===== config.mk =====
export PLATFORM = sky130hd
export DESIGN_NAME = div_seq_responder
export DESIGN_NICKNAME = d
export VERILOG_FILES = /design/src/rtl/div_seq_responder.sv
export SDC_FILE = /design/constraint.sdc
export NUM_CORES = 1
export LEC_CHECK = 0
export BUFFER_PORTS_ARGS = -buffer_cell sky130_fd_sc_hd__buf_4
export CORE_ASPECT_RATIO = 0.5
export CORE_MARGIN = 5
export CORE_UTILIZATION = 49
export CTS_CLUSTER_DIAMETER = 200
export DETAILED_ROUTE_END_ITERATION = 6
export PLACE_DENSITY = 0.7
export SLEW_MARGIN = 15
export SYNTH_ARGS = -nofsm -noshare
export SYNTH_HDL_FRONTEND = slang
export SYNTH_SLANG_ARGS = --single-unit

===== constraint.sdc =====
create_clock -name clock -period 4.02 [get_ports clock]
set_input_delay 0.804 -clock clock [delete_from_list [all_inputs] [get_ports clock]]
set_output_delay 0.804 -clock clock [all_outputs]
set_load 0.05 [all_outputs]

===== src/rtl/div_seq_responder.sv =====
// Multicycle signed restoring divider (MIPS DIV semantics): quotient to lo, remainder to hi.
// Retires one quotient bit per cycle behind a start/done handshake and flags divide-by-zero.
module div_seq_responder #(
    parameter int WIDTH = 32
) (
    input  logic             clock,
    input  logic             reset,
    input  logic             start,
    input  logic [WIDTH-1:0] dividend,
    input  logic [WIDTH-1:0] divisor,
    output logic             busy,
    output logic             done,
    output logic             div_zero,
    output logic [WIDTH-1:0] hi,
    output logic [WIDTH-1:0] lo
);
    localparam int CW = (WIDTH > 1) ? $clog2(WIDTH) : 1;

    typedef enum logic [2:0] {S_IDLE, S_RUN, S_FIX, S_DONE, S_ZERO} state_t;

    state_t           r_state, w_next;
    logic [CW-1:0]    r_count;
    logic [WIDTH:0]   r_rem;
    logic [WIDTH-1:0] r_q;
    logic [WIDTH-1:0] r_dvs;
    logic             r_sign_q, r_sign_r;
    logic [WIDTH-1:0] r_hi, r_lo;

    logic             w_div_is_zero;
    logic [WIDTH-1:0] w_a_abs, w_b_abs;
    logic [WIDTH:0]   w_rem_sh;
    logic             w_ge;
    logic             w_last;

    assign w_div_is_zero = (divisor == '0);
    // Negating the most negative value wraps back to itself, which is the correct unsigned magnitude.
    assign w_a_abs  = dividend[WIDTH-1] ? (~dividend + 1'b1) : dividend;
    assign w_b_abs  = divisor[WIDTH-1]  ? (~divisor + 1'b1)  : divisor;
    assign w_rem_sh = {r_rem[WIDTH-1:0], r_q[WIDTH-1]};
    assign w_ge     = (w_rem_sh >= {1'b0, r_dvs});
    assign w_last   = (r_count == CW'(WIDTH - 1));

    always_comb begin
        w_next = r_state;
        case (r_state)
            S_IDLE: if (start) w_next = w_div_is_zero ? S_ZERO : S_RUN;
            S_RUN:  if (w_last) w_next = S_FIX;
            S_FIX:  w_next = S_DONE;
            S_DONE: w_next = S_IDLE;
            S_ZERO: w_next = S_IDLE;
            default: w_next = S_IDLE;
        endcase
    end

    always_ff @(posedge clock) begin
        if (reset) r_state <= S_IDLE;
        else       r_state <= w_next;
    end

    always_ff @(posedge clock) begin
        if (reset) begin
            r_count  <= '0;
            r_rem    <= '0;
            r_q      <= '0;
            r_dvs    <= '0;
            r_sign_q <= 1'b0;
            r_sign_r <= 1'b0;
            r_hi     <= '0;
            r_lo     <= '0;
        end else begin
            case (r_state)
                S_IDLE: if (start && !w_div_is_zero) begin
                    r_q      <= w_a_abs;
                    r_dvs    <= w_b_abs;
                    r_sign_q <= dividend[WIDTH-1] ^ divisor[WIDTH-1];
                    r_sign_r <= dividend[WIDTH-1];
                    r_rem    <= '0;
                    r_count  <= '0;
                end
                S_RUN: begin
                    r_rem   <= w_ge ? (w_rem_sh - {1'b0, r_dvs}) : w_rem_sh;
                    r_q     <= {r_q[WIDTH-2:0], w_ge};
                    r_count <= r_count + 1'b1;
                end
                S_FIX: begin
                    r_lo <= r_sign_q ? (~r_q + 1'b1) : r_q;
                    r_hi <= r_sign_r ? (~r_rem[WIDTH-1:0] + 1'b1) : r_rem[WIDTH-1:0];
                end
                default: ;
            endcase
        end
    end

    // Status outputs decode the state register only, so nothing combinational reaches them from inputs.
    assign busy     = (r_state != S_IDLE);
    assign done     = (r_state == S_DONE) || (r_state == S_ZERO);
    assign div_zero = (r_state == S_ZERO);
    assign hi       = r_hi;
    assign lo       = r_lo;
endmodule

# After elaboration in Yosys (flattened, before gate mapping)

Index checks and enable logic that the tools add are counted.

Add/subtract/negate cells: 6
$lt $le $gt $ge: 1
Equal/unequal tests: 8
Mux-type cells: 15
Bitwise gates (word level): 5
Reductions and logical operators: 10

Operators by type and width:

| cell                    | count |
|---|---|
| $mux W32                | 7 |
| $add A32 B1 Y32 const B | 4 |
| $not A32 Y32            | 4 |
| $pmux W32 S2            | 2 |
| $ge A33 B32 Y1          | 1 |
| $logic_not A32 Y1       | 1 |
| $sub A32 B32 Y32        | 1 |
| $pmux W5 S2             | 1 |
| $mux W3                 | 3 |
| $pmux W3 S3             | 1 |
| $eq A3 B2 Y1 const B    | 2 |
| $ne A2 B2 Y1 const B    | 3 |
| $reduce_and A2 Y1       | 3 |
| $add A5 B1 Y5 const B   | 1 |
| $eq A5 B5 Y1 const B    | 1 |
| $mux W5                 | 1 |
| $eq A3 B1 Y1 const B    | 1 |
| $eq A3 B3 Y1 const B    | 1 |
| $logic_not A3 Y1        | 1 |
| $reduce_bool A3 Y1      | 1 |
| $reduce_bool A2 Y1      | 1 |
| $logic_and A1 B1 Y1     | 1 |
| $logic_not A1 Y1        | 1 |
| $logic_or A1 B1 Y1      | 1 |
| $xor A1 B1 Y1           | 1 |

Flip-flop bits (word level): 170
Input bits: 67
Output and inout port bits: 67

# Longest topological paths before layout

Gate-level depths: netlist of run 1.

Word-level depth: 5
Gate-level depth with buffers: 13

# Worst setup path after synthesis of run 1

OpenSTA, ideal clock, no wires.

Kind: input to register
From: in dividend[14]
To: reg r_q[28]
Setup time: 0.070 ns
Arrival time: 3.253 ns
Path slack: 0.697 ns
Stages on the path: 8
Path through: or4_1 > or4_1 > or4_4 > or3_1 > o31ai_2 > xnor2_1 > nand2_1 > a21oi_1

Cells in the longest elaborated chain, start to end: 5

Ends and longest elaborated chain:

| element                | RTL line | source |
|---|---|---|
| start: declaration     | 9        | `input logic [WIDTH-1:0] dividend,` |
| $not A32 Y32           | 37       | `assign w_a_abs = dividend[WIDTH-1] ? (~dividend + 1'b1) : dividend;` |
| $add A32 B1 Y32        | 37       |  |
| $mux W32               | 37       |  |
| $mux W32               | 72       | `S_IDLE: if (start && !w_div_is_zero) begin` |
| $pmux W32 S2           | 71       | `case (r_state)` |
| end signal: assignment | 73       | `r_q <= w_a_abs;` |
| end signal: assignment | 82       | `r_q <= {r_q[WIDTH-2:0], w_ge};` |
| end: declaration       | 24       | `logic [WIDTH-1:0] r_q;` |

Every way passes these cells. The select of a mux whose other input is x is not followed.
A chain may end at the register's enable or synchronous reset.

# Worst setup path in the final report of run 1

From: reg r_q[31]
To: reg r_rem[28]

Cells in the longest elaborated chain, start to end: 3

Ends and longest elaborated chain:

| element                                                   | RTL line | source |
|---|---|---|
| $sub A32 B32 Y32 / $ge A33 B32 Y1 (equally long branches) | 81, 40   |  |
| $mux W32 *                                                | 81       | `r_rem <= w_ge ? (w_rem_sh - {1'b0, r_dvs}) : w_rem_sh;` |
| $pmux W32 S2 *                                            | 71       |  |
| end signal: assignment                                    | 81       |  |
| end: declaration                                          | 23       | `logic [WIDTH:0] r_rem;` |

Mark *: on every way between the ends. The rest lies on a longest branch, timed or not.

==> results of run 1 <==
-- critical path, stage by stage, from the launching register on --
cell,delay [ns]
dfxtp_1,0.33
inv_1,0.10
ha_1,0.18
inv_1,0.06
fa_1,0.40
a21o_1,0.20
a221oi_1,0.45
buf_4,0.22
o21bai_1,0.10
a31o_2,0.28
a311o_1,0.30
a31oi_1,0.36
nor4_1,0.12
o21ba_2,0.23
o211ai_1,0.16
-- sequential cells by signal (all words and copies together), names as in the netlist --
name      count
r_sign_r      1
r_count       5
hi           32
r_rem        32
r_q          32
r_state       3
lo           32
r_sign_q      1
r_dvs        32
-- power by group through the flow --
stage	logic, mW	registers (mW)	clock network [mW]
after floorplan	3.36	2.12	0
after global placement	4.39	2.26	0
after detailed placement	4.41	2.26	0
after CTS	4.45	2.22	1.79
after global routing	4.96	2.26	1.86
final	4.45	2.23	1.75
-- through the flow --
step	instance area, um^2	utilization	worst slack, ns	total power [mW]	hold WS, ns
5_1_grt	12400	0.595	0.292	9.08	0.468
6_report	12400	0.595	0.464	8.43	0.452
3_3_place_gp	11700	0.564	0.453	6.65	0.440
2_1_floorplan	10500	-	0.697	5.49	0.432
4_1_cts	12400	0.594	0.534	8.46	0.454
3_5_place_dp	11700	0.564	0.404	6.67	0.445
-- layer usage --
metal	vias to the layer above	wire (um)	part of all wire	track usage
li1	5012	-	-	-
met1	4714	13200	0.46	0.300
met2	153	14300	0.50	0.413
met3	24	969	0.034	0.0369
met4	0	427	0.015	0.0694
met5	-	0	0	0
-- cells in the final DEF (no fill, tap or decap), types with 4 or more instances in the layout --
cell | Yosys | routed
nor3_1 | 14 | 13
dfxtp_1 | 170 | 170
a22oi_1 | 13 | 13
nand3b_1 | 6 | 6
o21a_1 | 5 | 5
and3_1 | 13 | 13
xnor2_1 | 56 | 56
nor2_1 | 155 | 152
buf_4 | 0 | 152
nor4_1 | 8 | 8
o41ai_1 | 12 | 12
nand2_1 | 153 | 153
nor2b_1 | 8 | 8
or3_1 | 23 | 23
nand3_1 | 9 | 9
a21oi_1 | 85 | 85
or2_2 | 5 | 5
o211ai_1 | 5 | 5
a211oi_1 | 75 | 75
clkinvlp_4 | 0 | 5
nand2b_1 | 8 | 8
ha_1 | 38 | 38
a31oi_1 | 6 | 6
o31ai_1 | 27 | 27
xor2_1 | 83 | 83
or4_1 | 15 | 15
a21o_1 | 14 | 14
and4_1 | 5 | 5
inv_1 | 51 | 51
mux2i_1 | 10 | 10
nand4_1 | 11 | 11
o21bai_1 | 5 | 5
and2_1 | 4 | 4
o21ai_0 | 86 | 86
a32oi_1 | 10 | 10
clkbuf_16 | 0 | 17
a221oi_1 | 20 | 20
-- final cells by class --
type / count / area (um^2) / share of cell area
Multi-Input combinational cell: 1038 / 6630 / 0.536
Sequential cell: 170 / 3400 / 0.275
Timing Repair Buffer: 154 / 1180 / 0.0955
Clock buffer: 19 / 443 / 0.0358
Tap cell: 273 / 342 / 0.0276
Inverter: 51 / 191 / 0.0155
Clock inverter: 13 / 179 / 0.0145
-- path summary, 6_finish.rpt --
| kind | to | startpoint | cells past startpoint |
|---|---|---|---|
| worst max register to register | r_rem[28] | r_q[31] | 14 |
| worst min-delay path | hi[27] | hi[27] | 2 |
| worst min register to register | hi[27] | hi[27] | 2 |
| worst max-delay path | r_rem[28] | r_q[31] | 14 |
-- cells by family (layout without fill, tap and decap cells) --
family,Yosys count,after routing,share of synthesized area
AND/OR/NAND/NOR,452,452,0.202
AO/OA/AOI/OAI,397,397,0.253
flip-flops,170,170,0.324
XOR/XNOR,139,139,0.116
buffers and inverters,132,237,0.0472
adder cells (fa/ha/maj),39,39,0.0472
multiplexers,11,11,0.0106
==> results.json, run 1 <==
{
  "synthTopCellsByCount": "170 x dfxtp_1, 155 x nor2_1, 153 x nand2_1",
  "ctsHtreeMaxLevel": 4,
  "leakagePower_nw": 4.92,
  "grt_pass1_wl_um": 47800,
  "drc": 0,
  "dr_total_vias": 9903,
  "fin_tns_setup_ns": 0,
  "hold_buffers": 0,
  "slew_violations": 0,
  "fmax_mhz": 281,
  "layout-drive-gt1-share": 0.149,
  "path_class": "register to register",
  "ys_async_sr_fraction": 0,
  "seqPwrFrac": 0.264,
  "synth.area.top_cells": "dfxtp_1 32%, xor2_1 6.9%, nor2_1 5.5%",
  "drt_pre_antenna_iters": 5,
  "min_period_ns": 3.56,
  "switching_share": 0.435,
  "maxCapViolations": 0,
  "worstMarginPinSlew_ns": 1.02,
  "cp_max_fo": 3,
  "netlist.area_leader.share": 0.324,
  "clkTransAtPathRegs_ns": 0.07,
  "synth_top_cell_by_area": "dfxtp_1",
  "drtIter0Drc": 710,
  "post_cts_resized": 0,
  "nets": 1538,
  "worstSetupEndpointType": "register",
  "fill_cells": 1937,
  "initial_utilization": 0.505,
  "grt_pass1_vias": 9524,
  "io_buffers": 133,
  "coreArea_um2": 20800,
  "worstPathRequired_ns": 4.38,
  "die_h_um": 114,
  "cts-root-buf": "clkbuf_16",
  "fin_cells": 1718,
  "antenna_found_initial": 0,
  "wl_per_cell_um": 16.8,
  "syn_inst": 1340,
  "synth-seq-cells": 170,
  "setup_viol": 0,
  "rows": 37,
  "p_sw_mw": 3.67,
  "dp_cells": 1685,
  "synth_edf_count": 0,
  "grt_max_degree": 81,
  "clockBufferDepth": 2,
  "clkPwrFrac": 0.208,
  "ir_drop_mv": 0.468,
  "yosys_warnings": 0,
  "numCtsBuffers": 17,
  "arrival_ns": 3.92,
  "fin_crit_sh": 0.885,
  "cts_setup_buffers": 0,
  "hold_viol": 0,
  "yosysMostFrequentCell": "dfxtp_1",
  "internal-power_mw": 4.77,
  "postRouteAntennaNets": 0,
  "io_pins": 134,
  "routed_wl_um": 28900,
  "place.gp.congestion": 0.943,
  "finClkSkew_ns": 0.0101,
  "areaGrowthSynthToFinish_pct": 17.8,
  "ys_types": 74,
  "tritoncts": "done",
  "worst_setup_path_start_kind": "register",
  "numClockSinks": 170,
  "dp_hpwl_um": 21800,
  "track_usage": 0.235,
  "status": "finished clean",
  "avgSynthCellArea_um2": 7.84,
  "p_per_area_nw_per_um2": 682,
  "hp-class": "register to register",
  "clk_latency_ns": 0.45,
  "via_per_inst": 5.76,
  "dieWidth_um": 217,
  "synth-main-ff-cell": "dfxtp_1",
  "rsz0062_at_grt": "false",
  "rrSetupSlack_ns": 0.46,
  "relSlewSlack": 0.321,
  "grt_overflow": 0,
  "syn_area_um2": 10500,
  "power_frac_comb": 0.528,
  "design.die.area_um2": 24600,
  "syn_nets": 1446,
  "ys_seq_area_frac": 0.324,
  "n_antenna_cell": 0
}
Note: power is estimated with default switching activity, not from simulation.
==> inputs of run 2 (changes only) <==
--- a/config.mk
+++ b/config.mk
@@ -9,9 +9,10 @@
 export CORE_ASPECT_RATIO = 0.5
 export CORE_MARGIN = 5
 export CORE_UTILIZATION = 49
+export CTS_BUF_LIST = sky130_fd_sc_hd__clkbuf_4
 export CTS_CLUSTER_DIAMETER = 200
 export DETAILED_ROUTE_END_ITERATION = 6
-export PLACE_DENSITY = 0.7
+export PLACE_DENSITY = 0.79
 export SLEW_MARGIN = 15
 export SYNTH_ARGS = -nofsm -noshare
 export SYNTH_HDL_FRONTEND = slang
==> constraint.sdc (replaced) <==
create_clock -name clock -period 3 [get_ports clock]
set_input_delay 0.6 -clock clock [delete_from_list [all_inputs] [get_ports clock]]
set_output_delay 0.6 -clock clock [all_outputs]
set_load 0.05 [all_outputs]
==> run 2 against run 1 <==
  * The run now ends with negative setup slack left
  * Register-to-register slack got worse by 0.48 ns
  * Worst hold slack got worse by 0.15 ns
  * Global-route usage increased by 0.49 points
  * Worst setup slack got worse by 0.48 ns
  * Die area unchanged
  * Utilization increased by 3.2 points
  * Fmax increased by 18%
  * Critical path type unchanged
  * Largest cell class unchanged
  * Largest power group unchanged
==> results.json, run 2 (synthesis gave the netlist of run 1 again) <==
{
  "cts-root-buf": "clkbuf_4",
  "failed_checks": "negative setup slack",
  "worstSetupEndpointType": "register",
  "dieWidth_um": 217,
  "areaGrowthSynthToFinish_pct": 24.1,
  "status": "finished with violations",
  "fin_tns_setup_ns": -0.0206,
  "dr_total_vias": 10700,
  "clk_latency_ns": 0.60,
  "via_per_inst": 5.85,
  "nets": 1655,
  "clockBufferDepth": 2,
  "initial_utilization": 0.505,
  "postRouteAntennaNets": 0,
  "drtIter0Drc": 629,
  "rsz0062_at_grt": "true",
  "layout-drive-gt1-share": 0.225,
  "tritoncts": "done",
  "maxCapViolations": 0,
  "die_h_um": 114,
  "numCtsBuffers": 17,
  "slew_violations": 0,
  "io_buffers": 133,
  "wl_per_cell_um": 16.5,
  "worst_setup_path_start_kind": "register",
  "grt_max_degree": 140,
  "finClkSkew_ns": 0.0221,
  "fmax_mhz": 331,
  "setup_slack_ns": -0.0206,
  "track_usage": 0.239,
  "final_util": 0.627,
  "worstPathRequired_ns": 3.47,
  "fin_crit_sh": 1.01,
  "grt_overflow": 0,
  "arrival_ns": 3.49,
  "final_common_cell": "buf_4",
  "coreArea_um2": 20800,
  "crit_start": "r_q[6]",
  "p_per_area_nw_per_um2": 875,
  "clkTransAtPathRegs_ns": 0.15,
  "worstMarginPinSlew_ns": 1.07,
  "grt_pass1_wl_um": 49400,
  "placedInstanceArea_um2": 12700,
  "most-common-layout-cells": "264 x buf_4, 166 x dfxtp_1, 153 x nand2_1",
  "n_antenna_cell": 0,
  "cp_max_fo": 4,
  "finish.instance_area_um2": 13000,
  "min_period_ns": 3.02,
  "ir_drop_mv": 0.814,
  "drc": 0,
  "ctsHtreeMaxLevel": 4,
  "fill_cells": 1828,
  "hp-class": "primary input to register",
  "timing.rr.start": "r_q[6]",
  "hold_buffers": 0,
  "drt_pre_antenna_iters": 5,
  "rows": 37,
  "min-delay-start": "divisor[25]",
  "path_class": "register to register",
  "leakagePower_nw": 5.36,
  "numClockSinks": 170,
  "dp_hpwl_um": 22700,
  "setup_viol": 1,
  "hold_viol": 0,
  "relSlewSlack": 0.286,
  "place.gp.congestion": 0.938,
  "design.die.area_um2": 24600,
  "routed_wl_um": 30200,
  "grt_pass1_vias": 10400,
  "antenna_found_initial": 0,
  "io_pins": 134
}
run 2: changes by cell type in the layout (fill, tap and decap cells not counted), sizes merged:
cell | previous run | this run
inv | 56 | 54
buf | 154 | 270
bufinv | 3 | 0
clkinv | 0 | 5
run 2: final cells by class:
class | count | area, um^2 | area share
Multi-Input combinational cell | 1038 | 6760 | 0.519
Sequential cell | 170 | 3410 | 0.262
Timing Repair Buffer | 271 | 2100 | 0.161
Tap cell | 273 | 342 | 0.0262
Inverter | 51 | 191 | 0.0147
Clock buffer | 18 | 135 | 0.0104
Clock inverter | 13 | 96.3 | 0.00739
run 2: routing by layer:
metal | track usage | vias to the layer above | share of wire
met4 | 0.0976 | 0 | 0.033
met2 | 0.426 | 321 | 0.49
met5 | 0 | - | 0
met3 | 0.0398 | 77 | 0.051
met1 | 0.291 | 5094 | 0.42
li1 | - | 5235 | -
run 2: metrics by stage:
| stage | cells | setup slack [ns] | total power, mW | hold slack (ns) |
|---|---|---|---|---|
| finish | 1834 | -0.0206 | 11.4 | 0.298 |
| global route | 1834 | -0.108 | 12.2 | 0.270 |
| CTS | 1829 | -0.0201 | 11.1 | 0.249 |
| detailed placement | 1797 | -0.287 | 9.73 | 0.447 |
| global placement | 1797 | -0.224 | 9.60 | 0.443 |
| floorplan | 1340 | -0.0377 | 7.38 | 0.432 |
run 2: timing repair:
action                                 in CTS  in global routing
pin swaps                                  15                 12
endpoints found under the hold margin       0                  0
setup endpoints to repair                   4                 14
buffers inserted                            2                  4
resized for setup                          12                 14
gates cloned                                0                  1
run 2: where the power goes:
group / internal (mW) / switching, mW / total (mW) / leakage (nW)
registers: 2.52 / 0.275 / 2.79 / 1.38
clock network: 0.336 / 0.868 / 1.20 / 0.114
logic: 3.37 / 4.03 / 7.40 / 3.86
total: 6.23 / 5.17 / 11.4 / 5.36
run 2: worst max-delay path, stage by stage, from the launching register on:
cell and delay [ns]:
dfxtp_2 0.35, or4_4 0.58, nor4_4 0.18, or3b_4 0.42, or3_1 0.33, or2_4 0.26
or3_4 0.36, o21ai_2 0.13, xor2_1 0.19, a211oi_1 0.09
run 2: path summary, 6_finish.rpt:
kind | end | slack [ns] | cells past startpoint
max | lo[24] | -0.02 | 9
min | r_dvs[25] | 0.30 | 3
max reg2reg | lo[24] | -0.02 | 9
min reg2reg | hi[30] | 0.46 | 2
